<file path="config.mk">
export PLATFORM = sky130hd
export DESIGN_NAME = debug_dump_serializer
export DESIGN_NICKNAME = d
export VERILOG_FILES = /design/src/rtl/debug_pkg.sv /design/src/rtl/dbg_byte_mux.sv /design/src/rtl/debug_dump_serializer.sv
export SDC_FILE = /design/constraint.sdc
export NUM_CORES = 2
export LEC_CHECK = 0
export CAP_MARGIN = 25
export CORE_AREA = 2 2 571 573
export DETAILED_ROUTE_END_ITERATION = 6
export DIE_AREA = 0 0 573 575
export GPL_TIMING_DRIVEN = 0
export SYNTH_ARGS = -nofsm -noshare
export SYNTH_HDL_FRONTEND = slang
export SYNTH_SLANG_ARGS = --single-unit
</file>
<file path="constraint.sdc">
create_clock -name clk -period 4.3 [get_ports clk]
set_input_delay 0.43 -clock clk [delete_from_list [all_inputs] [get_ports clk]]
set_output_delay 0.43 -clock clk [all_outputs]
set_load 0.02 [all_outputs]
</file>
<file path="src/rtl/debug_pkg.sv">
// Shared constants and FSM encoding for the debug dump serializer.
package debug_pkg;
  localparam logic [7:0] HEADER_BYTE         = 8'hA5;
  localparam int         FRAME_PAYLOAD_BYTES = 184;
  localparam int         IDEX_PAD_W          = 128;

  // Byte offsets of each field inside the snapshot / payload stream
  localparam int IFID_OFF = 0;
  localparam int IDEX_OFF = 8;
  localparam int REG_OFF  = 24;
  localparam int MEM_OFF  = 152;

  typedef enum logic [2:0] {
    ST_IDLE    = 3'd0,
    ST_HEADER  = 3'd1,
    ST_PAYLOAD = 3'd2,
    ST_CHKSUM  = 3'd3,
    ST_DONE    = 3'd4
  } dbg_state_e;
endpackage

</file>
<file path="src/rtl/dbg_byte_mux.sv">
// Combinational snapshot-to-byte selector; byte k is snap[8k+7:8k].
module dbg_byte_mux #(
  parameter int NBYTES = 184
) (
  input  logic [NBYTES*8-1:0] snap,
  input  logic [7:0]          idx,
  output logic [7:0]          byte_out
);
  // Out-of-range indices return zero rather than X
  assign byte_out = (idx < 8'(NBYTES)) ? snap[{idx, 3'b000} +: 8] : 8'h00;
endmodule

</file>
<file path="src/rtl/debug_dump_serializer.sv">
// Snapshots the DataPath debug buses on a dump trigger and streams them
// as a framed byte sequence (header, payload, XOR checksum) over valid/ready.
module debug_dump_serializer import debug_pkg::*; #(
  parameter int         REG_W  = 1024,
  parameter int         MEM_W  = 256,
  parameter int         IFID_W = 64,
  parameter int         IDEX_W = 126,
  parameter logic [7:0] HEADER = HEADER_BYTE
) (
  input  logic              clk,
  input  logic              reset,
  input  logic [REG_W-1:0]  du_reg,
  input  logic [MEM_W-1:0]  du_mem,
  input  logic [IFID_W-1:0] du_if_id,
  input  logic [IDEX_W-1:0] du_id_ex,
  input  logic              du_halt,
  input  logic              dump_req,
  output logic [7:0]        tx_data,
  output logic              tx_valid,
  input  logic              tx_ready,
  output logic              busy,
  output logic              done
);
  localparam int         SNAP_W = FRAME_PAYLOAD_BYTES * 8;
  localparam logic [7:0] LAST   = 8'(FRAME_PAYLOAD_BYTES - 1);

  dbg_state_e        state, state_nxt;
  logic              halt_q;
  logic [7:0]        cnt;
  logic [7:0]        csum;
  logic [SNAP_W-1:0] snap, snap_d;
  logic [7:0]        pay_byte;
  logic              trig;

  // Rising halt edge or explicit request; only acted on in IDLE
  assign trig = (du_halt & ~halt_q) | dump_req;

  // Assemble the snapshot image: if_id, padded id_ex, reg, mem (LSB first)
  always_comb begin
    snap_d = '0;
    snap_d[IFID_OFF*8 +: IFID_W] = du_if_id;
    snap_d[IDEX_OFF*8 +: IDEX_W] = du_id_ex;
    snap_d[REG_OFF*8  +: REG_W]  = du_reg;
    snap_d[MEM_OFF*8  +: MEM_W]  = du_mem;
  end

  dbg_byte_mux #(.NBYTES(FRAME_PAYLOAD_BYTES)) u_mux (
    .snap     (snap),
    .idx      (cnt),
    .byte_out (pay_byte)
  );

  // State, halt edge detector, snapshot, byte counter and running checksum
  always_ff @(posedge clk or negedge reset) begin
    if (!reset) begin
      state  <= ST_IDLE;
      halt_q <= 1'b0;
      cnt    <= '0;
      csum   <= '0;
      snap   <= '0;
    end else begin
      state  <= state_nxt;
      halt_q <= du_halt;
      if (state == ST_IDLE && trig) snap <= snap_d;
      if (state == ST_HEADER && tx_ready) begin
        cnt  <= '0;
        csum <= '0;
      end else if (state == ST_PAYLOAD && tx_ready) begin
        cnt  <= cnt + 8'd1;
        csum <= csum ^ pay_byte;
      end
    end
  end

  // Next-state and Moore outputs; data is held stable until accepted
  always_comb begin
    state_nxt = state;
    tx_valid  = 1'b0;
    tx_data   = '0;
    busy      = 1'b0;
    done      = 1'b0;
    case (state)
      ST_IDLE: if (trig) state_nxt = ST_HEADER;
      ST_HEADER: begin
        busy     = 1'b1;
        tx_valid = 1'b1;
        tx_data  = HEADER;
        if (tx_ready) state_nxt = ST_PAYLOAD;
      end
      ST_PAYLOAD: begin
        busy     = 1'b1;
        tx_valid = 1'b1;
        tx_data  = pay_byte;
        if (tx_ready && cnt == LAST) state_nxt = ST_CHKSUM;
      end
      ST_CHKSUM: begin
        busy     = 1'b1;
        tx_valid = 1'b1;
        tx_data  = csum;
        if (tx_ready) state_nxt = ST_DONE;
      end
      ST_DONE: begin
        done      = 1'b1;
        state_nxt = ST_IDLE;
      end
      default: state_nxt = ST_IDLE;
    endcase
  end
endmodule

</file>
==> out/qor.yml <==
outcome: "complete, but fails checks"
violations: "negative setup slack"
final_util_pct: 31.37
track_usage_pct: 27.86
drt-initial-drc-count: 4211
cp.required_ns: 3.87
hold_end: "snap[922]"
die_height_um: 575
num_io_pins: 1486
cts.sinks: 1490
cts.reportedPaths.clkPinSlew_ns: 0.06
start_util_pct: 20.89
setup_ws_ns: -0.5574
yosys.area.top_type: "dfrtp_1"
grt_pass1_wl_um: 590000
max_slew_margin_pct: 21.82
cts_made_buffers: 180
synth_flop_cell: "dfrtp_1"
ant_nets: 0
startpoint_type: "flip-flop"
hpwlAfterDp_um: 372000
fill_cells: 31910
slowest_delay_ns: 0.57
async_reset_ff_share_pct: 100.0
ff_latch_area_mm2: 0.03729
finalSetupViolations: 8
multi_input_area_mm2: 0.03009
crit_fanout: 5
critical_path_buf_inv_count: 7
layout-drive-gt1-share_pct: 43.73
synth_edf_count: 0
ir_drop_uv: 364.7
ff2ff_setup_slack_ns: 0.15
die_x_um: 573
synth_area_mm2: 0.06753
yosysTopAreaCellShare_pct: 55.21
route.detailed.drc: 0
crit_family: "buffers and inverters"
worst-r2r-cell-count: 8
yosysSeqAreaShare_pct: 55.21
ys_ff_latch: 1490
cp_cell_sequence: "buf_12, buf_16, buf_16, buf_16, buf_16, buf_4, mux4_2, a22oi_2, o21ai_2, a211oi_2, nand2_4, a221oi_4, nor3_4, buf_6"
synth_fp_nets: 5709
grt_pass1_vias: 54040
crit_path_end_kind: "output pin"
num_rows: 209
area_growth_pct: 50.15
syn_area_per_cell_um2: 15.95
worstHoldPathCells: 2
grt_max_degree: 176
finalHoldViolations: 0
finalNetCount: 7666
worstSkewPairLatency_ns: 0.88
synth.top_cells.by_area: "dfrtp_1, mux2_2, mux4_2"
period_share_pct: 113.0
power_mw: 86.20
r2r_start: "halt_q"
finalNonFillerCells: 10770
p_leak_nw: 39.25
yosys_warnings: 0
hold_path_class: "input pin to flip-flop"
cts_tree: "done"
critical_path_arrival_ns: 4.43
die_area_mm2: 0.3295
dp.cells: 10140
cp_common_cell: "buf_16"
wirelength_um: 470100
cts_buffer_depth: 4
root_buffer: "clkbuf_16"
core_mm2: 0.3232
timing.fmax_mhz: 205.9
grt_setup_unrepaired: "true"
synthCells: 4233
antenna_found_initial: 201
finalCriticalPeriod_ns: 4.857
globalplace.congestion: 0.9063
first_pass_iters: 6
worstMarginPinSlew_ns: 1.173
hold_slack_ns: 0.1444
min_from: "du_reg[730]"
finClkSkew_ns: 0.08263
r2r-end: "snap[544]"
wl_per_cell_um: 43.66
gr-total-overflow: 0
final-max-slew-violation-count: 0
vias_per_cell: 4.759
crit_type: "flip-flop to output pin"
num_vias: 51250
critPathSlowestCell: "mux4_2"
yosysMostFrequentCell: "mux2_2"
maxCapViolCount: 0
p_per_area_mw_per_mm2: 850.1
ys_types: 77
htree_levels: 4
synth.top_cells.by_count: "mux2_2, dfrtp_1, mux4_2, clkbuf_1, mux2i_1"
io_buffer_count: 1485
-- layout make-up --
type	instances	share of cell area, %
Antenna cell	111	0.2739
Multi-Input combinational cell	2426	29.68
Buffer	303	3.006
Timing Repair Buffer	1776	18.74
Sequential cell	1490	36.77
Clock inverter	68	0.8897
Inverter	13	0.06910
Clock buffer	256	5.242
Tap cell	4325	5.337
-- through the flow --
stage / setup WS (ns) / area, um2 / TNS [ns]
floorplan: 1.190 / 67530 / 0
global placement: -66.20 / 87810 / -
detailed placement: -3.182 / 89660 / -70.44
CTS: -0.6332 / 100700 / -4.703
global route: -0.5981 / 101300 / -4.328
finish: -0.5574 / 101400 / -3.958
-- worst reg2reg max path: cells and delay by family (launching register included) --
kind / cells / cell delay, ns
buffers and inverters: 5 / 2.47
flip-flops: 1 / 0.36
multiplexers: 1 / 0.49
AND/OR/NAND/NOR: 1 / 0.42
AO/OA/AOI/OAI: 1 / 0.23
-- worst max path at each step --
stage / from / to / slack [ns] / cells after the start
2_1_floorplan: cnt[0] / tx_data[6] / 1.19 / 12
3_3_place_gp: reset / snap[1154] / -66.20 / 1
3_5_place_dp: cnt[1] / tx_data[6] / -3.18 / 13
4_1_cts: cnt[0] / tx_data[5] / -0.63 / 11
5_1_grt: cnt[0] / tx_data[4] / -0.60 / 13
6_report: cnt[0] / tx_data[4] / -0.56 / 14
-- cell families (layout without fill, tap and decap cells) --
family                     after synthesis  after routing  share of synthesized area [%]
AOI/OAI and AO/OA                      233            233                          2.516
adders and majority gates                1              1                        0.01852
DFF                                   1490           1490                          55.21
muxes                                 1951           1951                          38.20
xor gates and xnor gates                 6              6                        0.07783
buffers and inverters                  317           2416                          2.296
and+or+nand+nor                        235            235                          1.679
other                                    0            111                              0
-- where the power goes --
group	leakage (nW)	switching [mW]	total [mW]	internal, mW
registers	17.6	4.60	25.9	21.3
logic	18.6	23.8	44.0	20.2
clock network	3.06	6.70	16.3	9.56
-- flip-flops by register name, summed over array words and instances (netlist names) --
| name | count |
|---|---|
| snap | 1470 |
| cnt | 8 |
| csum | 8 |
| state | 3 |
| halt_q | 1 |
-- repair_timing --
item | CTS | global route
buffers inserted | 173 | 16
hold endpoints to repair | 129 | 0
hold buffers | 2 | 0
pin swaps | 56 | 33
setup endpoints to repair | 17 | 8
gates resized for setup | 662 | 63
gates cloned | 4 | 0
-- layout by cell type, fill, tap and decap left out, drive strengths merged, types with 13 or more instances in the layout --
cell type	n
nor2b	16
mux2	1494
dfrtp	1490
a21oi	23
buf	406
nor2	53
a31oi	14
clkinv	35
a211oi	17
o21ai	34
nand2	84
a221oi	15
clkbuf	449
a22oi	41
clkdlybuf4s50	1476
nor3	15
nand2b	13
inv	26
bufinv	15
o22ai	16
mux4	350
mux2i	107
diode	111
nand3	19
-- layer usage --
| layer | part of all wire (%) | track usage (%) |
|---|---|---|
| met1 | 41 | 34.73 |
| met5 | 0.11 | 0 |
| met3 | 7.1 | 6.748 |
| met4 | 5.5 | 14.12 |
| met2 | 46 | 44.87 |
Power figures use the tool's default switching activity.
